<file path="src/rtl/jtcop_irqctl_pkg.sv">
// Shared constants for the jtcop interrupt controller.
//
// Contents:
//   IPL_NONE  IPLn value presented when no enabled source is pending
//   LVL_W     width of one IPL level field
//   NIRQ_MAX  largest supported number of interrupt sources
//   IDX_W     width of a channel index (covers NIRQ_MAX channels)
//   to_ipln   converts a level to the active-low IPLn encoding
package jtcop_irqctl_pkg;

    localparam logic [2:0]  IPL_NONE = 3'b111;
    localparam int unsigned LVL_W    = 3;
    localparam int unsigned NIRQ_MAX = 8;
    localparam int unsigned IDX_W    = 3;

    // 68000 IPL pins are active low: level 6 is presented as 3'b001.
    function automatic logic [LVL_W-1:0] to_ipln(input logic [LVL_W-1:0] lvl);
        return ~lvl;
    endfunction

endpackage

</file>
<file path="src/rtl/jtcop_irq_prienc.sv">
// Combinational priority encoder for the jtcop interrupt controller.
//
// Picks the requesting channel with the highest IPL level; on equal levels the lowest
// channel index wins. Channels whose level is 0 can never win, so they never reach IPLn.
//
// Parameters:
//   NIRQ  number of channels
//   LVL   packed 3-bit level per channel, channel 0 in the LSBs
// Ports:
//   req    in   NIRQ   pending & mask
//   valid  out  1      a channel with non-zero level is requesting
//   idx    out  3      index of the winning channel (0 when !valid)
//   lvl    out  3      level of the winning channel (0 when !valid)
module jtcop_irq_prienc
    import jtcop_irqctl_pkg::*;
#(
    parameter int unsigned           NIRQ = 4,
    parameter logic [LVL_W*NIRQ-1:0] LVL  = '0
) (
    input  logic [NIRQ-1:0]  req,
    output logic             valid,
    output logic [IDX_W-1:0] idx,
    output logic [LVL_W-1:0] lvl
);

    always_comb begin
        valid = 1'b0;
        idx   = '0;
        lvl   = '0;
        // Strict '>' keeps the earliest (lowest index) channel on a tie and, since lvl
        // starts at 0, silently skips channels configured with level 0.
        for (int i = 0; i < NIRQ; i++) begin
            if (req[i] && (LVL[i*LVL_W +: LVL_W] > lvl)) begin
                valid = 1'b1;
                idx   = i[IDX_W-1:0];
                lvl   = LVL[i*LVL_W +: LVL_W];
            end
        end
    end

endmodule

</file>
<file path="src/rtl/jtcop_irqctl.sv">
// Parametrised 68000 interrupt controller for the main CPU.
//
// Each of NIRQ sources has its own IPL level, edge/level mode, polarity, IACK auto-clear
// enable and mask bit. The highest-level enabled pending source drives the registered
// active-low IPLn. A rising edge of iack whose level matches the presented IPL clears the
// winning channel when that channel has auto-clear enabled.
//
// Optional feature: define JTCOP_IRQ_SYNC_EN to pass irq_in through a 2-flop synchroniser
// (input edge to IPLn latency 4 clk instead of 2).
//
// Parameters:
//   NIRQ      number of sources (1..8)
//   LVL       packed 3-bit level per channel, ch0 in LSBs; 0 never asserts
//   EDGE      1: edge-latched pending, 0: pending follows the input
//   POL       1: input active low
//   AUTOCLR   1: matching IACK clears the channel's pending bit
//   MASK_RST  mask value after reset (1 = enabled)
// Ports:
//   clk       in   1     system clock
//   rstn      in   1     asynchronous active-low reset
//   irq_in    in   NIRQ  raw interrupt inputs
//   clr       in   NIRQ  one-cycle clear strobes
//   mask_we   in   1     mask register write strobe
//   mask_din  in   NIRQ  mask write data
//   iack      in   1     CPU interrupt acknowledge cycle active
//   iack_lvl  in   3     level being acknowledged
//   IPLn      out  3     registered active-low level to the CPU
//   pending   out  NIRQ  pending bits before masking
//   mask      out  NIRQ  current mask register
module jtcop_irqctl
    import jtcop_irqctl_pkg::*;
#(
    parameter int unsigned           NIRQ     = 4,
    parameter logic [LVL_W*NIRQ-1:0] LVL      = {3'd4, 3'd5, 3'd6, 3'd6},
    parameter logic [NIRQ-1:0]       EDGE     = 4'b1111,
    parameter logic [NIRQ-1:0]       POL      = 4'b0000,
    parameter logic [NIRQ-1:0]       AUTOCLR  = 4'b1111,
    parameter logic [NIRQ-1:0]       MASK_RST = 4'b1111
) (
    input  logic             clk,
    input  logic             rstn,
    input  logic [NIRQ-1:0]  irq_in,
    input  logic [NIRQ-1:0]  clr,
    input  logic             mask_we,
    input  logic [NIRQ-1:0]  mask_din,
    input  logic             iack,
    input  logic [LVL_W-1:0] iack_lvl,
    output logic [LVL_W-1:0] IPLn,
    output logic [NIRQ-1:0]  pending,
    output logic [NIRQ-1:0]  mask
);

    logic [NIRQ-1:0]  irq_s;
    logic [NIRQ-1:0]  act;
    logic [NIRQ-1:0]  act_q;
    logic [NIRQ-1:0]  rise;
    logic [NIRQ-1:0]  pending_d, pending_q;
    logic [NIRQ-1:0]  mask_q;
    logic [NIRQ-1:0]  ack_clr;
    logic             iack_q;
    logic             iack_rise;
    logic             ack_hit;
    logic [LVL_W-1:0] ipl_d, ipl_q;
    logic             win_valid;
    logic [IDX_W-1:0] win_idx;
    logic [LVL_W-1:0] win_lvl;

    // ------------------------------------------------------------------------------------
    // Optional input synchroniser
    // ------------------------------------------------------------------------------------
`ifdef JTCOP_IRQ_SYNC_EN
    logic [NIRQ-1:0] irq_meta_q, irq_sync_q;

    always_ff @(posedge clk or negedge rstn) begin
        if (!rstn) begin
            irq_meta_q <= '0;
            irq_sync_q <= '0;
        end else begin
            irq_meta_q <= irq_in;
            irq_sync_q <= irq_meta_q;
        end
    end

    assign irq_s = irq_sync_q;
`else
    // Inputs are assumed to be already synchronous to clk.
    assign irq_s = irq_in;
`endif

    // ------------------------------------------------------------------------------------
    // Polarity and edge detection
    // ------------------------------------------------------------------------------------
    assign act  = irq_s ^ POL;
    // History resets to 0, so an input already active at reset release counts as an edge.
    assign rise = act & ~act_q;

    // ------------------------------------------------------------------------------------
    // Priority selection over enabled pending sources
    // ------------------------------------------------------------------------------------
    jtcop_irq_prienc #(
        .NIRQ (NIRQ),
        .LVL  (LVL)
    ) u_prienc (
        .req   (pending_q & mask_q),
        .valid (win_valid),
        .idx   (win_idx),
        .lvl   (win_lvl)
    );

    // ------------------------------------------------------------------------------------
    // IACK auto-clear
    // ------------------------------------------------------------------------------------
    // Only the first cycle of an acknowledge counts, so a held iack clears one channel.
    assign iack_rise = iack & ~iack_q;
    assign ack_hit   = iack_rise && win_valid && (iack_lvl == to_ipln(ipl_q));

    always_comb begin
        ack_clr = '0;
        for (int i = 0; i < NIRQ; i++) begin
            ack_clr[i] = ack_hit && (win_idx == i[IDX_W-1:0]) && AUTOCLR[i];
        end
    end

    // ------------------------------------------------------------------------------------
    // Pending next state
    // ------------------------------------------------------------------------------------
    always_comb begin
        pending_d = pending_q;
        for (int i = 0; i < NIRQ; i++) begin
            if (EDGE[i]) begin
                // A new edge beats a simultaneous clear so no interrupt is lost.
                if (rise[i]) begin
                    pending_d[i] = 1'b1;
                end else if (clr[i] || ack_clr[i]) begin
                    pending_d[i] = 1'b0;
                end
            end else begin
                pending_d[i] = act[i];
            end
        end
    end

    assign ipl_d = win_valid ? to_ipln(win_lvl) : IPL_NONE;

    // ------------------------------------------------------------------------------------
    // State registers
    // ------------------------------------------------------------------------------------
    always_ff @(posedge clk or negedge rstn) begin
        if (!rstn) begin
            act_q     <= '0;
            pending_q <= '0;
            mask_q    <= MASK_RST;
            iack_q    <= 1'b0;
            ipl_q     <= IPL_NONE;
        end else begin
            act_q     <= act;
            pending_q <= pending_d;
            iack_q    <= iack;
            ipl_q     <= ipl_d;
            if (mask_we) begin
                mask_q <= mask_din;
            end
        end
    end

    assign IPLn    = ipl_q;
    assign pending = pending_q;
    assign mask    = mask_q;

endmodule

</file>
<file path="config.mk">
export PLATFORM = sky130hd
export DESIGN_NAME = jtcop_irqctl
export DESIGN_NICKNAME = d
export VERILOG_FILES = /design/src/rtl/jtcop_irqctl_pkg.sv /design/src/rtl/jtcop_irq_prienc.sv /design/src/rtl/jtcop_irqctl.sv
export SDC_FILE = /design/constraint.sdc
export NUM_CORES = 1
export LEC_CHECK = 0
export ABC_AREA = 1
export BUFFER_PORTS_ARGS = -buffer_cell sky130_fd_sc_hd__buf_2
export CAP_MARGIN = 20
export CORE_UTILIZATION = 40
export DETAILED_ROUTE_END_ITERATION = 8
export PLACE_DENSITY = 0.81
export SYNTH_ARGS = -nofsm -noshare
export SYNTH_HDL_FRONTEND = slang
export SYNTH_HIERARCHICAL = 1
export SYNTH_SLANG_ARGS = --single-unit
</file>
<file path="constraint.sdc">
create_clock -name clk -period 1.3 [get_ports clk]
set_input_delay 0.39 -clock clk [delete_from_list [all_inputs] [get_ports clk]]
set_output_delay 0.39 -clock clk [all_outputs]
set_load 0.005 [all_outputs]
</file>
==> metrics.md <==
| Metric | Value |
|---|---|
| RSZ-0062 raised after global routing | yes |
| Drt first pass iters | 6 |
| Largest net degree at the start of global routing | 17 |
| Post-CTS Hold Fix Bufs | 0 |
| HPWL Detailed | 1200 µm |
| Maxcap violations | 0 |
| Port bufs | 29 |
| Vias per inst | 4.48 |
| Post-synthesis net count | 117 |
| Slack of the critical path | -122 ps |
| Clock sink count | 16 |
| CTS root buf | clkbuf_4 |
| Std-Cell Rows | 15 |
| Max Slew Vio Count | 0 |
| Core box area | 0.00180 mm² |
| Outcome | finished with violations |
| Final Hold Vio Count | 0 |
| Most common cell after layout, fill and taps aside | nand2_1 |
| Routability cong. | 0.718 |
| Most frequent cells in the layout | nand2_1 (26), buf_2 (21), inv_1 (16) |
| Synth warn | 6 |
| Violated checks | negative setup slack |
| Num CTS Buffers | 3 |
| Critical path class | register to register |
| Count of cell types in the netlist | 17 |
| Leakage dissipation | 0.000649 µW |
| Worst-path clk slew | 90 ps |
| CP Capture Type | register |
| Final instance area | 0.00118 mm² |
| Final Util | 65.4% |
| Placed Area | 0.00102 mm² |
| Worst R2R Start | mask[1]$_DFFE_PN1P_ |
| Drt wl/cell | 10.3 µm |
| R2R Path End | pending[0]$_DFFE_PN0P_ |
| Yosys reg bits | 16 |
| Synthesis-to-layout area growth | 47.0% |
| First-pass GRT wire length | 2560 µm |
| Crit path arrival time | 1600 ps |
| Setup slack, reg-to-reg | -120 ps |
| Worst EP required | 1480 ps |
| DRT iter0 DRCs | 5 |
| Layout Nets | 158 |
| Clk network pwr share | 25.2% |
| GRT Total Usage | 17.3% |
| Clock latency on the worst-skew pair | 280 ps |
| Setup violations, final | 13 |
| Initial Utilization | 44.5% |
| Post-Syn Instances | 98 |
| Die W | 46.8 µm |
| FF-to-FF path depth | 9 |
| Crit path launch type | register |
| Post-Syn Area | 802 µm² |
| Io pins | 30 |
| Buf+Inv Stages, Crit Path | 1 |
| CP max stage cell | dfstp_2 |
| Antenna diode count | 0 |
| VDD IR max | 0.612 mV |
| Part of the power in registers | 46.7% |
| Sw Share | 27.9% |
| DRT Wirelength | 1680 µm |
| Clock Skew | 1.73 ps |
| Sequential cell area fraction in the yosys report | 51.0% |
| Synth Area per Inst | 8.18 µm² |
| Antenna Violating Nets Remaining | 0 |
| Fraction of layout instances using a drive strength above 1 | 54.3% |
| Via count of the first global-routing pass | 662 |
| Die area | 0.00219 mm² |
| Antenna violations before repair | 0 |
| Crit-path max FO | 4 |
| Worst-path cell chain | nand2_2 -> inv_2 -> nor2_4 -> nand3b_1 -> nand3_2 -> nor2_4 -> nand3_1 -> nand2_1 -> nand2_1 |
| Post-route DRC | 0 |
| Final hold slack | 0.817 ps |
| Int Pwr | 917 µW |
| Period utilization | 109% |
| Vias | 730 |
| Logic gate share of total power | 28.1% |
| Htree depth | 1 |
| Pwr per Cell Area | 1080 mW/mm² |
| Switching pwr | 355 µW |
| Worst hold path type | input pin to async pin |
| Die height | 46.8 µm |
| CTS tree | done |
| Total grt overflow | 0 |
| Fmax | 703 MHz |
| Max incr delay on CP | 560 ps |
| Max Buffers Root-to-Sink | 2 |
| Crit-path leading delay family | simple AND/OR/NAND/NOR gates |
| Fin crit period | 1420 ps |
[stage by stage]
step	instances	TNS, ps	setup slack (ps)	power, µW
floorplan	98	-146	-36.6	737
global placement	157	-204	-77.9	852
detailed placement	157	-403	-107	865
CTS	162	-768	-102	1250
global route	163	-1480	-190	1350
finish	163	-795	-122	1270
[logic make-up (layout without fill, tap and decap cells)]
kind of cell,after synthesis,after routing,share of synthesized area (%)
muxes,4,4,5.62
AOI/OAI and AO/OA,1,1,0.623
buffers and inverters,27,67,13.6
other,1,1,0.468
and+or+nand+nor,49,49,28.7
DFF,16,16,51.0
[sequential cells by signal, indices dropped and copies added, names as in the netlist]
register and flops:
act_q 4, mask 4, pending 4, IPLn 3, iack_q 1
[synthesized netlist by cell type (all sizes together)]
library cell	n	area (µm²)
nor2	8	52.6
conb	1	3.75
mux2	4	45.0
o21ai	1	5.00
dfstp	7	184
nor3	4	20.0
nand3	6	35.0
dfrtp	9	225
nand2	30	115
buf	2	15.0
nand3b	1	7.51
inv	25	93.8
[timing repair]
action | CTS | global route
setup buffers | 1 | 1
setup endpoints to repair | 13 | 13
endpoints found under the hold margin | 0 | 0
pin swaps | 10 | 1
gates resized for setup | 21 | 11
[how the worst max path moves through the flow]
stage / depth (start not counted) / end / slack, ps / start
global placement: 9 / pending[1]$_DFFE_PN0P_ / -80 / mask[0]$_DFFE_PN1P_
finish: 9 / pending[0]$_DFFE_PN0P_ / -120 / mask[1]$_DFFE_PN1P_
CTS: 2 / mask[3] / -100 / mask[3]$_DFFE_PN1P_
global route: 10 / pending[3]$_DFFE_PN0P_ / -190 / pending[1]$_DFFE_PN0P_
detailed placement: 9 / pending[2]$_DFFE_PN0P_ / -110 / mask[0]$_DFFE_PN1P_
floorplan: 9 / pending[0]$_DFFE_PN0P_ / -40 / mask[0]$_DFFE_PN1P_
[power by group through the flow]
stage	registers [µW]	logic, µW	clock network [µW]
2_1_floorplan	600	138	0
3_3_place_gp	594	258	0
3_5_place_dp	597	269	0
4_1_cts	589	324	336
5_1_grt	598	393	356
6_report	594	357	321
[area by class of cell]
class,count,area [µm²]
well taps,25,31.3
clock buffers,4,36.3
flip-flops and latches,16,409
repair buffers,38,282
fillers,155,623
multi-input cells,55,327
inverters,25,93.8
[metal layers]
layer  GRT usage (%)  vias up  part of all wire [%]
li1                -      367                     -
met1            18.0      340                    38
met2            31.9       19                    57
met3            4.62        4                   3.5
met4            8.57        0                   1.8
met5               0        -                     0
Note: power is estimated with default switching activity, not from simulation.
